[config.mk]
export PLATFORM = sky130hd
export DESIGN_NAME = eth_tx_mux_n
export DESIGN_NICKNAME = d
export VERILOG_FILES = /design/src/rtl/eth_tx_mux_n.sv
export SDC_FILE = /design/constraint.sdc
export NUM_CORES = 1
export LEC_CHECK = 0
export BUFFER_PORTS_ARGS = -buffer_cell sky130_fd_sc_hd__buf_2
export CAP_MARGIN = 0
export CORE_MARGIN = 4
export CORE_UTILIZATION = 45
export CTS_CLUSTER_SIZE = 16
export DETAILED_ROUTE_END_ITERATION = 10
export PLACE_DENSITY = 0.74
export SLEW_MARGIN = 20
export SYNTH_ARGS = -nofsm -noshare
export SYNTH_HDL_FRONTEND = slang
export SYNTH_SLANG_ARGS = --single-unit
export TNS_END_PERCENT = 10
[constraint.sdc]
create_clock -name clk -period 1.6 [get_ports clk]
set_input_delay 0.4 -clock clk [delete_from_list [all_inputs] [get_ports clk]]
set_output_delay 0.4 -clock clk [all_outputs]
set_load 0.01 [all_outputs]
[src/rtl/eth_tx_mux_n.sv]
// eth_tx_mux_n
// N-to-1 GMII transmit multiplexer. Arbitrates between CH_NUM frame sources
// (fixed priority or round-robin), forwards the granted channel's GMII stream
// with one cycle of latency, enforces an inter-frame gap, and flags start
// timeouts and collisions from non-granted channels.
module eth_tx_mux_n #(
    parameter int CH_NUM        = 2,   // number of transmit sources, 2..8
    parameter int ARB_MODE      = 0,   // 0 = fixed priority, 1 = round-robin
    parameter int IFG_CYCLES    = 12,  // idle cycles forced between frames, 1..255
    parameter int START_TIMEOUT = 64   // GRANT cycles allowed before tx_en, 1..1023
) (
    input  logic                  clk,
    input  logic                  rst_n,
    input  logic [CH_NUM-1:0]     ch_req,
    input  logic [CH_NUM-1:0]     ch_tx_en,
    input  logic [8*CH_NUM-1:0]   ch_txd,
    output logic [CH_NUM-1:0]     ch_grant,
    output logic                  gmii_tx_en,
    output logic [7:0]            gmii_txd,
    output logic                  busy,
    output logic                  timeout_err,
    output logic                  collision_err
);

    // ------------------------------------------------------------------
    // Widths and constants
    // ------------------------------------------------------------------
    localparam int IW = $clog2(CH_NUM);
    localparam int WW = $clog2(START_TIMEOUT + 1);
    localparam int GW = $clog2(IFG_CYCLES + 1);

    // Round-robin pointer holds the last granted index; resetting it to the
    // top channel makes channel 0 the first one searched.
    localparam logic [IW-1:0] RR_RST    = IW'(CH_NUM - 1);

    // Counters stop one short of their limit, so they never reach a value
    // that could wrap.
    localparam logic [WW-1:0] WAIT_LAST = WW'(START_TIMEOUT - 1);
    localparam logic [WW-1:0] WAIT_ONE  = WW'(1);
    localparam logic [GW-1:0] GAP_LAST  = GW'(IFG_CYCLES - 1);
    localparam logic [GW-1:0] GAP_ONE   = GW'(1);

    typedef enum logic [1:0] {
        S_IDLE  = 2'd0,
        S_GRANT = 2'd1,
        S_SEND  = 2'd2,
        S_GAP   = 2'd3
    } state_e;

    // ------------------------------------------------------------------
    // State
    // ------------------------------------------------------------------
    state_e            state_q,       state_d;
    logic [CH_NUM-1:0] grant_q,       grant_d;
    logic              tx_en_q,       tx_en_d;
    logic [7:0]        txd_q,         txd_d;
    logic              timeout_q,     timeout_d;
    logic              collision_q,   collision_d;
    logic [WW-1:0]     wait_cnt_q,    wait_cnt_d;
    logic [GW-1:0]     gap_cnt_q,     gap_cnt_d;
    logic [IW-1:0]     rr_ptr_q,      rr_ptr_d;

    // Arbitration and data-path helpers
    int                arb_start;
    logic              win_found;
    logic [IW-1:0]     win_idx;
    logic [CH_NUM-1:0] win_onehot;
    logic              sel_tx_en;
    logic [7:0]        sel_txd;

    // ------------------------------------------------------------------
    // Select the granted channel's tx_en/txd using the one-hot grant
    // ------------------------------------------------------------------
    always_comb begin
        sel_tx_en = |(ch_tx_en & grant_q);
        sel_txd   = 8'h00;
        for (int i = 0; i < CH_NUM; i++) begin
            if (grant_q[i]) begin
                sel_txd = sel_txd | ch_txd[8*i +: 8];
            end
        end
    end

    // ------------------------------------------------------------------
    // Pick the winning requester: lowest index, or first index above the
    // last grant (wrapping) in round-robin mode
    // ------------------------------------------------------------------
    always_comb begin
        // NOTE: every variable written here gets a default first; a path
        // that leaves one unassigned would infer a latch.
        arb_start  = int'(rr_ptr_q) + 1;
        win_found  = 1'b0;
        win_idx    = '0;
        win_onehot = '0;
        if (ARB_MODE != 1 || arb_start >= CH_NUM) begin
            arb_start = 0;
        end
        // Outer loop walks search order, inner loop finds the channel sitting
        // at that position; the first requesting one wins.
        for (int k = 0; k < CH_NUM; k++) begin
            for (int i = 0; i < CH_NUM; i++) begin
                if (!win_found && ch_req[i] &&
                    ((i == arb_start + k) || (i == arb_start + k - CH_NUM))) begin
                    win_found     = 1'b1;
                    win_idx       = IW'(i);
                    win_onehot[i] = 1'b1;
                end
            end
        end
    end

    // ------------------------------------------------------------------
    // Next-state, grant, counter and registered-output computation
    // ------------------------------------------------------------------
    always_comb begin
        state_d    = state_q;
        grant_d    = grant_q;
        wait_cnt_d = wait_cnt_q;
        gap_cnt_d  = gap_cnt_q;
        rr_ptr_d   = rr_ptr_q;
        timeout_d  = 1'b0;
        tx_en_d    = 1'b0;
        txd_d      = 8'h00;
        // Any channel driving tx_en without holding the grant is a collision;
        // its data never reaches the output.
        collision_d = |(ch_tx_en & ~grant_q);

        case (state_q)
            S_IDLE: begin
                if (win_found) begin
                    state_d    = S_GRANT;
                    grant_d    = win_onehot;
                    rr_ptr_d   = win_idx;   // advances even if this grant times out
                    wait_cnt_d = '0;
                end
            end

            S_GRANT: begin
                // ch_req is deliberately ignored here: only a frame or a
                // timeout releases the grant.
                if (sel_tx_en) begin
                    state_d    = S_SEND;
                    tx_en_d    = 1'b1;
                    txd_d      = sel_txd;
                    wait_cnt_d = '0;
                end else if (wait_cnt_q == WAIT_LAST) begin
                    state_d    = S_GAP;
                    grant_d    = '0;
                    timeout_d  = 1'b1;
                    wait_cnt_d = '0;
                    gap_cnt_d  = '0;
                end else begin
                    wait_cnt_d = wait_cnt_q + WAIT_ONE;
                end
            end

            S_SEND: begin
                // Frames are unbounded; only the granted tx_en falling ends one.
                if (sel_tx_en) begin
                    tx_en_d = 1'b1;
                    txd_d   = sel_txd;
                end else begin
                    state_d   = S_GAP;
                    grant_d   = '0;
                    gap_cnt_d = '0;
                end
            end

            S_GAP: begin
                if (gap_cnt_q == GAP_LAST) begin
                    state_d   = S_IDLE;
                    gap_cnt_d = '0;
                end else begin
                    gap_cnt_d = gap_cnt_q + GAP_ONE;
                end
            end

            default: begin
                state_d = S_IDLE;
                grant_d = '0;
            end
        endcase
    end

    // ------------------------------------------------------------------
    // Register all state and outputs; synchronous active-low reset
    // ------------------------------------------------------------------
    always_ff @(posedge clk) begin
        // NOTE: non-blocking assignments so every flop samples the values
        // from before this edge, independent of statement order.
        if (!rst_n) begin
            state_q     <= S_IDLE;
            grant_q     <= '0;
            tx_en_q     <= 1'b0;
            txd_q       <= 8'h00;
            timeout_q   <= 1'b0;
            collision_q <= 1'b0;
            wait_cnt_q  <= '0;
            gap_cnt_q   <= '0;
            rr_ptr_q    <= RR_RST;
        end else begin
            state_q     <= state_d;
            grant_q     <= grant_d;
            tx_en_q     <= tx_en_d;
            txd_q       <= txd_d;
            timeout_q   <= timeout_d;
            collision_q <= collision_d;
            wait_cnt_q  <= wait_cnt_d;
            gap_cnt_q   <= gap_cnt_d;
            rr_ptr_q    <= rr_ptr_d;
        end
    end

    // ------------------------------------------------------------------
    // Outputs
    // ------------------------------------------------------------------
    assign ch_grant      = grant_q;
    assign gmii_tx_en    = tx_en_q;
    assign gmii_txd      = txd_q;
    assign busy          = (state_q != S_IDLE);
    assign timeout_err   = timeout_q;
    assign collision_err = collision_q;

endmodule

==> impl_metrics.tcl, run 1 <==
set metrics [dict create \
    outcome "finished, violations left" \
    violations "setup timing" \
    async_reset_ff_share_pct 0 \
    worst_hold_slack_ns 0.2982 \
    fp.dieArea_um2 3707 \
    maxSlewHeadroom_pct 73.45 \
    regToRegSetupSlack_ns 0.02 \
    max_freq_mhz 617.3 \
    clk_latency_ns 0.32 \
    post_cts_buffers 0 \
    start_kind "flop" \
    switching_share_pct 38.10 \
    seqPwrFrac_pct 33.5 \
    die_height_um 60.89 \
    routed-via-count 1228 \
    ant_nets 0 \
    cts_hold_buf 0 \
    antenna_found_initial 0 \
    drc 0 \
    hpwl_mm 2.428 \
    avgViaCountPerCell 5.482 \
    cts_sinks 26 \
    num_io_pins 36 \
    cp.buffers_inverters 4 \
    track_usage_pct 19.15 \
    yosysTopAreaCellShare_pct 41.35 \
    fin_crit_sh_pct 101.2 \
    seq_area_um2 525.5 \
    yosys.area.top_type "dfxtp_1" \
    htree_levels 1 \
    multi_input_area_um2 728.2 \
    wirelength_mm 3.153 \
    avgRoutedWirePerCell_um 14.08 \
    crit_end "busy" \
    finalCriticalPeriod_ns 1.620 \
    setup_viol 1 \
    firstDrtPassIters 4 \
    ir_drop_mv 0.9352 \
    p_leak_nw 0.7076 \
    nNetsFinal 226 \
    numCtsBuffers 3 \
    clock_skew_ns 0.002194 \
    cp.arrival_ns 1.22 \
    cts_tree "built" \
    startpoint "state_q[1]" \
    net-switching-power_mw 0.8713 \
    worstPathCellList "inv_2, ha_2, buf_4, inv_1, buf_6" \
    clkTransAtPathRegs_ns 0.13 \
    drtIter0Drc 79 \
    cts_buffer_depth 2 \
    root_buffer "clkbuf_4" \
    grt_overflow 0 \
    gp_congestion 0.9166 \
    core_um2 2567 \
    synthFlopType "dfxtp_1" \
    grt_pass1_wl_mm 5.333 \
    worst-r2r-cell-count 5 \
    hold_viol_final 0 \
    crit_family "flip-flops" \
    crit_type "reg2out" \
    syn_area_per_cell_um2 8.927 \
    syn_nets 171 \
    syn_area_um2 1259 \
    postSynthCellCount 141 \
    r2r_start "wait_cnt_q[0]" \
    area_growth_pct 32.21 \
    worstPathMaxFanout 3 \
    port-buffer-count 35 \
    drv_slew 0 \
    yosysWarnings 0 \
    grt_max_degree 14 \
    synth_edf_count 0 \
    p_int_mw 1.416 \
    clockPowerShare_pct 12.3 \
    layout_common_cells "buf_2, dfxtp_1, buf_4" \
    num_antenna_cells 0 \
    combinationalPowerShare_pct 54.3 \
    ys_seq_area_share_pct 41.35 \
    worst-path-stages 5 \
    final.fill_count 221 \
    ys_seq_elements 26 \
    drive_above_1_share_pct 38.14 \
    synthDistinctLibCells 33 \
    min_path_type "in2reg" \
    cpPeakStageDelay_ns 0.36 \
    final_common_cell "buf_2" \
    drv_cap 0 \
    worst_pin_slew_ns 0.3942 \
    rows 18 \
    grt_pass1_vias 1216 \
    die_x_um 60.89 \
    end_kind "output pin" \
    power.total_mw 2.287 \
    rsz0062_at_grt "true" \
    timing.final.ws_setup_ns -0.01995 \
    powerDensity_nw_per_um2 1374 \
    cpMaxStageDelayCell "dfxtp_2" \
    reg2reg_to "gap_cnt_q[3]" \
    initial_core_util_pct 49.03 \
    synthTopCellsByArea "dfxtp_1, ha_1, a22oi_1, nor2_1, xnor2_1" \
    cp_data_required_time_ns 1.20 \
]
metal layers:
metal	track usage (%)	vias to the layer above	share of wire [%]
met5	0	-	0
met4	8.050	0	1.7
met3	2.553	7	3.7
met2	32.06	32	52
met1	24.65	578	43
li1	-	611	-
area by class of cell:
class,count,share of cell area (%)
timing repair buffer,54,19.47
tap,30,2.256
inverter,7,1.579
clock buffer,3,1.353
multi-input combinational,104,43.76
sequential,26,31.58
logic make-up (layout without fill, tap and decap cells):
logic type,Yosys count,after routing,share of synthesized area (%)
AND/OR/NAND/NOR,57,57,23.16
adder cells (fa/ha/maj),8,8,7.953
XOR/XNOR,5,5,3.479
flip-flops,26,26,41.35
buffers and inverters,11,64,3.877
AO/OA/AOI/OAI,31,31,17.79
multiplexers,3,3,2.386
power groups by stage:
| stage | Clock (mW) | Sequential [mW] | Combinational (mW) |
|---|---|---|---|
| floorplan | 0 | 0.783 | 0.661 |
| global placement | 0 | 0.754 | 1.10 |
| detailed placement | 0 | 0.758 | 1.14 |
| CTS | 0.283 | 0.764 | 1.16 |
| global route | 0.310 | 0.772 | 1.37 |
| finish | 0.281 | 0.765 | 1.24 |
tightest hold or removal path, cell delays in order:
cell     delay (ns)
buf_2          0.08
a22oi_1        0.05
nor2_1         0.07
synthesized netlist by cell type (2+ instances only):
master / count
a21oi_1: 7
o211ai_1: 3
nand3b_1: 4
nor4_1: 2
clkbuf_1: 3
nand2_1: 11
and2_1: 2
nand3_1: 8
dfxtp_1: 26
inv_1: 7
nor3_1: 4
mux2i_1: 3
a22oi_1: 10
nor2_1: 19
xnor2_1: 5
ha_1: 8
o21ai_0: 3
flip-flops by register name, indices dropped and copies added, names as in the netlist:
register and count:
gmii_txd 8, wait_cnt_q 7, gap_cnt_q 4, ch_grant 2, state_q 2, collision_err 1
gmii_tx_en 1, timeout_err 1
worst min-delay path by stage:
stage	start	end	slack, ns	cells after the start
after floorplan	wait_cnt_q[6]	wait_cnt_q[6]	0.41	2
after global placement	wait_cnt_q[6]	wait_cnt_q[6]	0.42	2
after detailed placement	wait_cnt_q[6]	wait_cnt_q[6]	0.44	2
after CTS	ch_txd[12]	gmii_txd[4]	0.31	3
after global routing	ch_txd[8]	gmii_txd[0]	0.30	3
final	ch_txd[8]	gmii_txd[0]	0.30	3
stage by stage:
step	setup slack [ns]	utilization, %	setup TNS [ns]	std cells	area, µm²
finish	-0.01995	64.81	-0.01995	224	1664
global route	-0.07780	64.81	-0.3228	224	1664
CTS	-0.03302	64.04	-0.03302	224	1644
detailed placement	-0.04138	62.09	-0.04138	221	1594
global placement	-0.01120	62.09	-0.01120	221	1594
floorplan	0.02203	-	0	141	1261
repair_timing:
| action | CTS | global route |
|---|---|---|
| gates resized for setup | 10 | 5 |
| pin swaps | 3 | 4 |
| gates cloned | 0 | 0 |
| hold endpoints to repair | 0 | 0 |
| endpoints found under the setup margin | 5 | 16 |
No activity file was read; power rests on OpenSTA's default activity.
==> run 2: changes to the inputs <==
--- a/config.mk
+++ b/config.mk
@@ -12,6 +12,7 @@
 export CTS_CLUSTER_SIZE = 16
 export DETAILED_ROUTE_END_ITERATION = 10
 export PLACE_DENSITY = 0.74
+export REMOVE_ABC_BUFFERS = 1
 export SLEW_MARGIN = 20
 export SYNTH_ARGS = -nofsm -noshare
 export SYNTH_HDL_FRONTEND = slang
==> impl_metrics.tcl, run 2 (synthesis results as in run 1) <==
set metrics [dict create \
    outcome "finished, violations left" \
    violations "setup timing" \
    setup_viol 1 \
    cts_tree "built" \
    final_common_cell "buf_2" \
    worstPathMaxFanout 5 \
    combinationalPowerShare_pct 52.6 \
    largest_reg_flops 8 \
    multi_input_area_um2 757.0 \
    avgRoutedWirePerCell_um 13.77 \
    grt_max_degree 16 \
    root_buffer "clkbuf_4" \
    placed_cell_area_um2 1569 \
    num_antenna_cells 0 \
    htree_levels 1 \
    grt_pass1_wl_mm 4.899 \
    worst_hold_slack_ns 0.3000 \
    wirelength_mm 3.126 \
    clockPowerShare_pct 17.8 \
    end_kind "flop" \
    max_freq_mhz 616.7 \
    fp.dieArea_um2 3707 \
    crit_type "reg2reg" \
    switching_share_pct 35.62 \
    worstPathCellList "inv_4, ha_2, or4_4, a22oi_2, o32ai_2" \
    initial_core_util_pct 49.03 \
    num_io_pins 36 \
    cts_buffer_depth 2 \
    ant_nets 0 \
    grt_overflow 0 \
    numCtsBuffers 3 \
    start_kind "flop" \
    net-switching-power_mw 0.9234 \
    min_path_type "in2reg" \
    final.fill_count 205 \
    drtIter0Drc 78 \
    drv_slew 0 \
    finalCriticalPeriod_ns 1.621 \
    rsz0062_at_grt "true" \
    maxSlewHeadroom_pct 74.36 \
    clkTransAtPathRegs_ns 0.15 \
    gp_congestion 0.8170 \
    finish.instance_area_um2 1740 \
    drive_above_1_share_pct 41.12 \
    nNetsFinal 228 \
    cpMaxStageDelayCell "or4_4" \
    port-buffer-count 35 \
    fin_crit_sh_pct 101.3 \
    firstDrtPassIters 4 \
    core_um2 2567 \
    seq_area_um2 525.5 \
    die_height_um 60.89 \
    hpwl_mm 2.302 \
    timing.final.ws_setup_ns -0.02147 \
    area_growth_pct 38.27 \
    cpPeakStageDelay_ns 0.56 \
    ir_drop_mv 1.029 \
    die_x_um 60.89 \
    powerDensity_nw_per_um2 1490 \
    p_leak_nw 0.7346 \
    p_int_mw 1.669 \
    drv_cap 0 \
    seqPwrFrac_pct 29.7 \
    antenna_found_initial 0 \
    avgViaCountPerCell 5.427 \
    drc 0 \
    layout_common_cells "buf_2, dfxtp_1, buf_4" \
    worst_pin_slew_ns 0.3812 \
    rows 18 \
    fin_util_pct 67.79 \
    cp_data_required_time_ns 1.84 \
    clk_latency_ns 0.33 \
    routed-via-count 1232 \
    track_usage_pct 17.29 \
    hold_viol_final 0 \
    cp.arrival_ns 1.86 \
    cts_sinks 26 \
    grt_pass1_vias 1155 \
    clock_skew_ns 0.01021 \
]
==> run 2: cell type report <==
| cell class | instances | share of cell area (%) |
|---|---|---|
| Clock buffer | 3 | 1.294 |
| Clock inverter | 1 | 1.725 |
| Inverter | 7 | 1.653 |
| Multi-Input combinational cell | 104 | 43.49 |
| Sequential cell | 26 | 30.19 |
| Tap cell | 30 | 2.157 |
| Timing Repair Buffer | 56 | 19.48 |
==> run 2: critical path, delay by kind of cell, from the launching register on <==
family	cells	cell delay (ns)
AO/OA/AOI/OAI	2	0.30
buffers and inverters	1	0.06
adder cells (fa/ha/maj)	1	0.21
flip-flops	1	0.39
AND/OR/NAND/NOR	1	0.56
==> run 2: power groups by stage <==
stage,combinational [mW],clock (mW),sequential [mW]
after global placement,1.06,0,0.753
after detailed placement,1.10,0,0.755
after floorplan,0.612,0,0.803
final,1.36,0.460,0.769
after global routing,1.49,0.489,0.776
after CTS,1.19,0.460,0.754
==> run 2: metrics by stage <==
step	power (mW)	TNS [ns]	std cells	worst slack, ns
finish	2.592	-0.02147	227	-0.02147
global route	2.758	-0.3275	227	-0.06319
CTS	2.401	-0.01200	223	-0.008812
detailed placement	1.853	-0.1120	218	-0.05537
global placement	1.808	-0.02390	218	-0.02390
floorplan	1.416	-0.01821	137	-0.01821
==> run 2: path summary, 6_finish.rpt <==
| kind | start | endpoint | slack, ns | cells after the start |
|---|---|---|---|---|
| min reg2reg | wait_cnt_q[6] | wait_cnt_q[6] | 0.46 | 2 |
| min | ch_txd[10] | gmii_txd[2] | 0.30 | 3 |
| max reg2reg | state_q[0] | gap_cnt_q[3] | -0.02 | 5 |
| max | state_q[0] | gap_cnt_q[3] | -0.02 | 5 |
==> run 2: timing repair <==
item                                    4_1_cts  5_1_grt
buffers inserted                              1        4
resized for setup                             9       13
endpoints found under the hold margin         0        0
hold buffers                                  0        0
endpoints found under the setup margin       12       13
pin swaps                                     1        5
==> run 2: metal layers <==
metal	share of wire [%]	vias up	GRT usage (%)
li1	-	615	-
met5	0	-	0
met4	1.8	0	6.502
met1	42	582	20.83
met3	4.6	7	2.979
met2	52	28	30.53
==> run 3: changes to the inputs <==
--- a/config.mk
+++ b/config.mk
@@ -13,6 +13,7 @@
 export DETAILED_ROUTE_END_ITERATION = 10
 export PLACE_DENSITY = 0.74
 export REMOVE_ABC_BUFFERS = 1
+export SKIP_CTS_REPAIR_TIMING = 1
 export SLEW_MARGIN = 20
 export SYNTH_ARGS = -nofsm -noshare
 export SYNTH_HDL_FRONTEND = slang
==> impl_metrics.tcl, run 3 (synthesis results as in run 1) <==
set metrics [dict create \
    num_io_pins 36 \
    final_common_cell "buf_2" \
    cp.arrival_ns 1.87 \
    grt_max_degree 16 \
    hpwl_mm 2.302 \
    grt_overflow 0 \
    rows 18 \
    worstPathMaxFanout 4 \
    cp_data_required_time_ns 1.83 \
    port-buffer-count 35 \
    min_path_type "in2reg" \
    nNetsFinal 227 \
    rsz0062_at_grt "true" \
    grt_pass1_wl_mm 4.864 \
    drc 0 \
    fp.dieArea_um2 3707 \
    worst_pin_slew_ns 0.3821 \
    setup_viol 2 \
    gp_congestion 0.8170 \
    seq_area_um2 525.5 \
    drv_cap 0 \
    maxSlewHeadroom_pct 74.29 \
    avgViaCountPerCell 5.549 \
    firstDrtPassIters 4 \
    die_x_um 60.89 \
    cts_buffer_depth 2 \
    outcome "finished, violations left" \
    hold_viol_final 0 \
    avgRoutedWirePerCell_um 14.30 \
    final.fill_count 205 \
    end_kind "flop" \
    ant_nets 0 \
    largest_reg_flops 8 \
    htree_levels 1 \
    num_antenna_cells 0 \
    finish.instance_area_um2 1739 \
    initial_core_util_pct 49.03 \
    layout_common_cells "buf_2, dfxtp_1, buf_4" \
    drv_slew 0 \
    core_um2 2567 \
    numCtsBuffers 3 \
    powerDensity_nw_per_um2 1500 \
    cts_tree "built" \
    fin_tns_setup_ns -0.04444 \
    antenna_found_initial 0 \
    wirelength_mm 3.232 \
    max_freq_mhz 611.8 \
    drive_above_1_share_pct 40.31 \
    root_buffer "clkbuf_4" \
    cts_sinks 26 \
    ir_drop_mv 0.9232 \
    grt_pass1_vias 1161 \
    placed_cell_area_um2 1569 \
    finalCriticalPeriod_ns 1.635 \
    drtIter0Drc 82 \
    crit_type "reg2reg" \
    multi_input_area_um2 763.2 \
    violations "setup timing" \
    p_leak_nw 0.7314 \
    area_growth_pct 38.17 \
    routed-via-count 1254 \
    clkTransAtPathRegs_ns 0.15 \
    track_usage_pct 17.20 \
    start_kind "flop" \
    clk_latency_ns 0.33 \
    fin_crit_sh_pct 102.2 \
    die_height_um 60.89 \
    clock_skew_ns 0.002987 \
    timing.final.ws_setup_ns -0.03451 \
]
==> run 3: worst paths after layout <==
kind / start / endpoint / slack, ns / cells after the start
setup reg to reg: wait_cnt_q[1] / gap_cnt_q[3] / -0.03 / 5
hold reg to reg: wait_cnt_q[6] / wait_cnt_q[6] / 0.45 / 2
hold / removal: ch_txd[12] / gmii_txd[4] / 0.29 / 3
setup / recovery: wait_cnt_q[1] / gap_cnt_q[3] / -0.03 / 5
==> run 3: report_power, final <==
part | internal, mW | leakage (nW) | total, mW | switching, mW
Sequential | 0.720 | 0.212 | 0.771 | 0.0514
Clock | 0.254 | 0.0279 | 0.460 | 0.207
Combinational | 0.699 | 0.491 | 1.38 | 0.679
Total | 1.67 | 0.731 | 2.61 | 0.937
==> run 3: worst max-delay path: stages, from the launching register on <==
cell and delay, ns:
dfxtp_2 0.40, ha_4 0.15, nand3_4 0.10, or4_4 0.59, a22oi_2 0.22, o32ai_2 0.08
==> run 3: metrics by stage <==
stage | setup slack, ns | total power, mW | std cells | hold WS, ns | util (%)
after CTS | -0.1225 | 2.310 | 222 | 0.2944 | 63.16
after detailed placement | -0.05537 | 1.853 | 218 | 0.4289 | 61.11
after global placement | -0.02390 | 1.808 | 218 | 0.4232 | 61.11
after global routing | -0.09189 | 2.766 | 226 | 0.2968 | 67.74
after floorplan | -0.01821 | 1.416 | 137 | 0.4068 | -
final | -0.03451 | 2.609 | 226 | 0.2925 | 67.74
==> run 3: routing by layer <==
| metal | global-route usage (%) | part of all wire (%) | wire length, µm |
|---|---|---|---|
| met3 | 2.979 | 4.9 | 158 |
| met2 | 30.08 | 53 | 1704 |
| met1 | 20.57 | 40 | 1279 |
| met4 | 7.430 | 2.8 | 90 |
| met5 | 0 | 0 | 0 |
==> run 3: final cells by class <==
| cell class | count | area share (%) |
|---|---|---|
| Timing Repair Buffer | 55 | 19.06 |
| Clock buffer | 3 | 1.295 |
| Inverter | 7 | 1.655 |
| Sequential cell | 26 | 30.22 |
| Multi-Input combinational cell | 104 | 43.88 |
| Clock inverter | 1 | 1.727 |
| Tap cell | 30 | 2.158 |
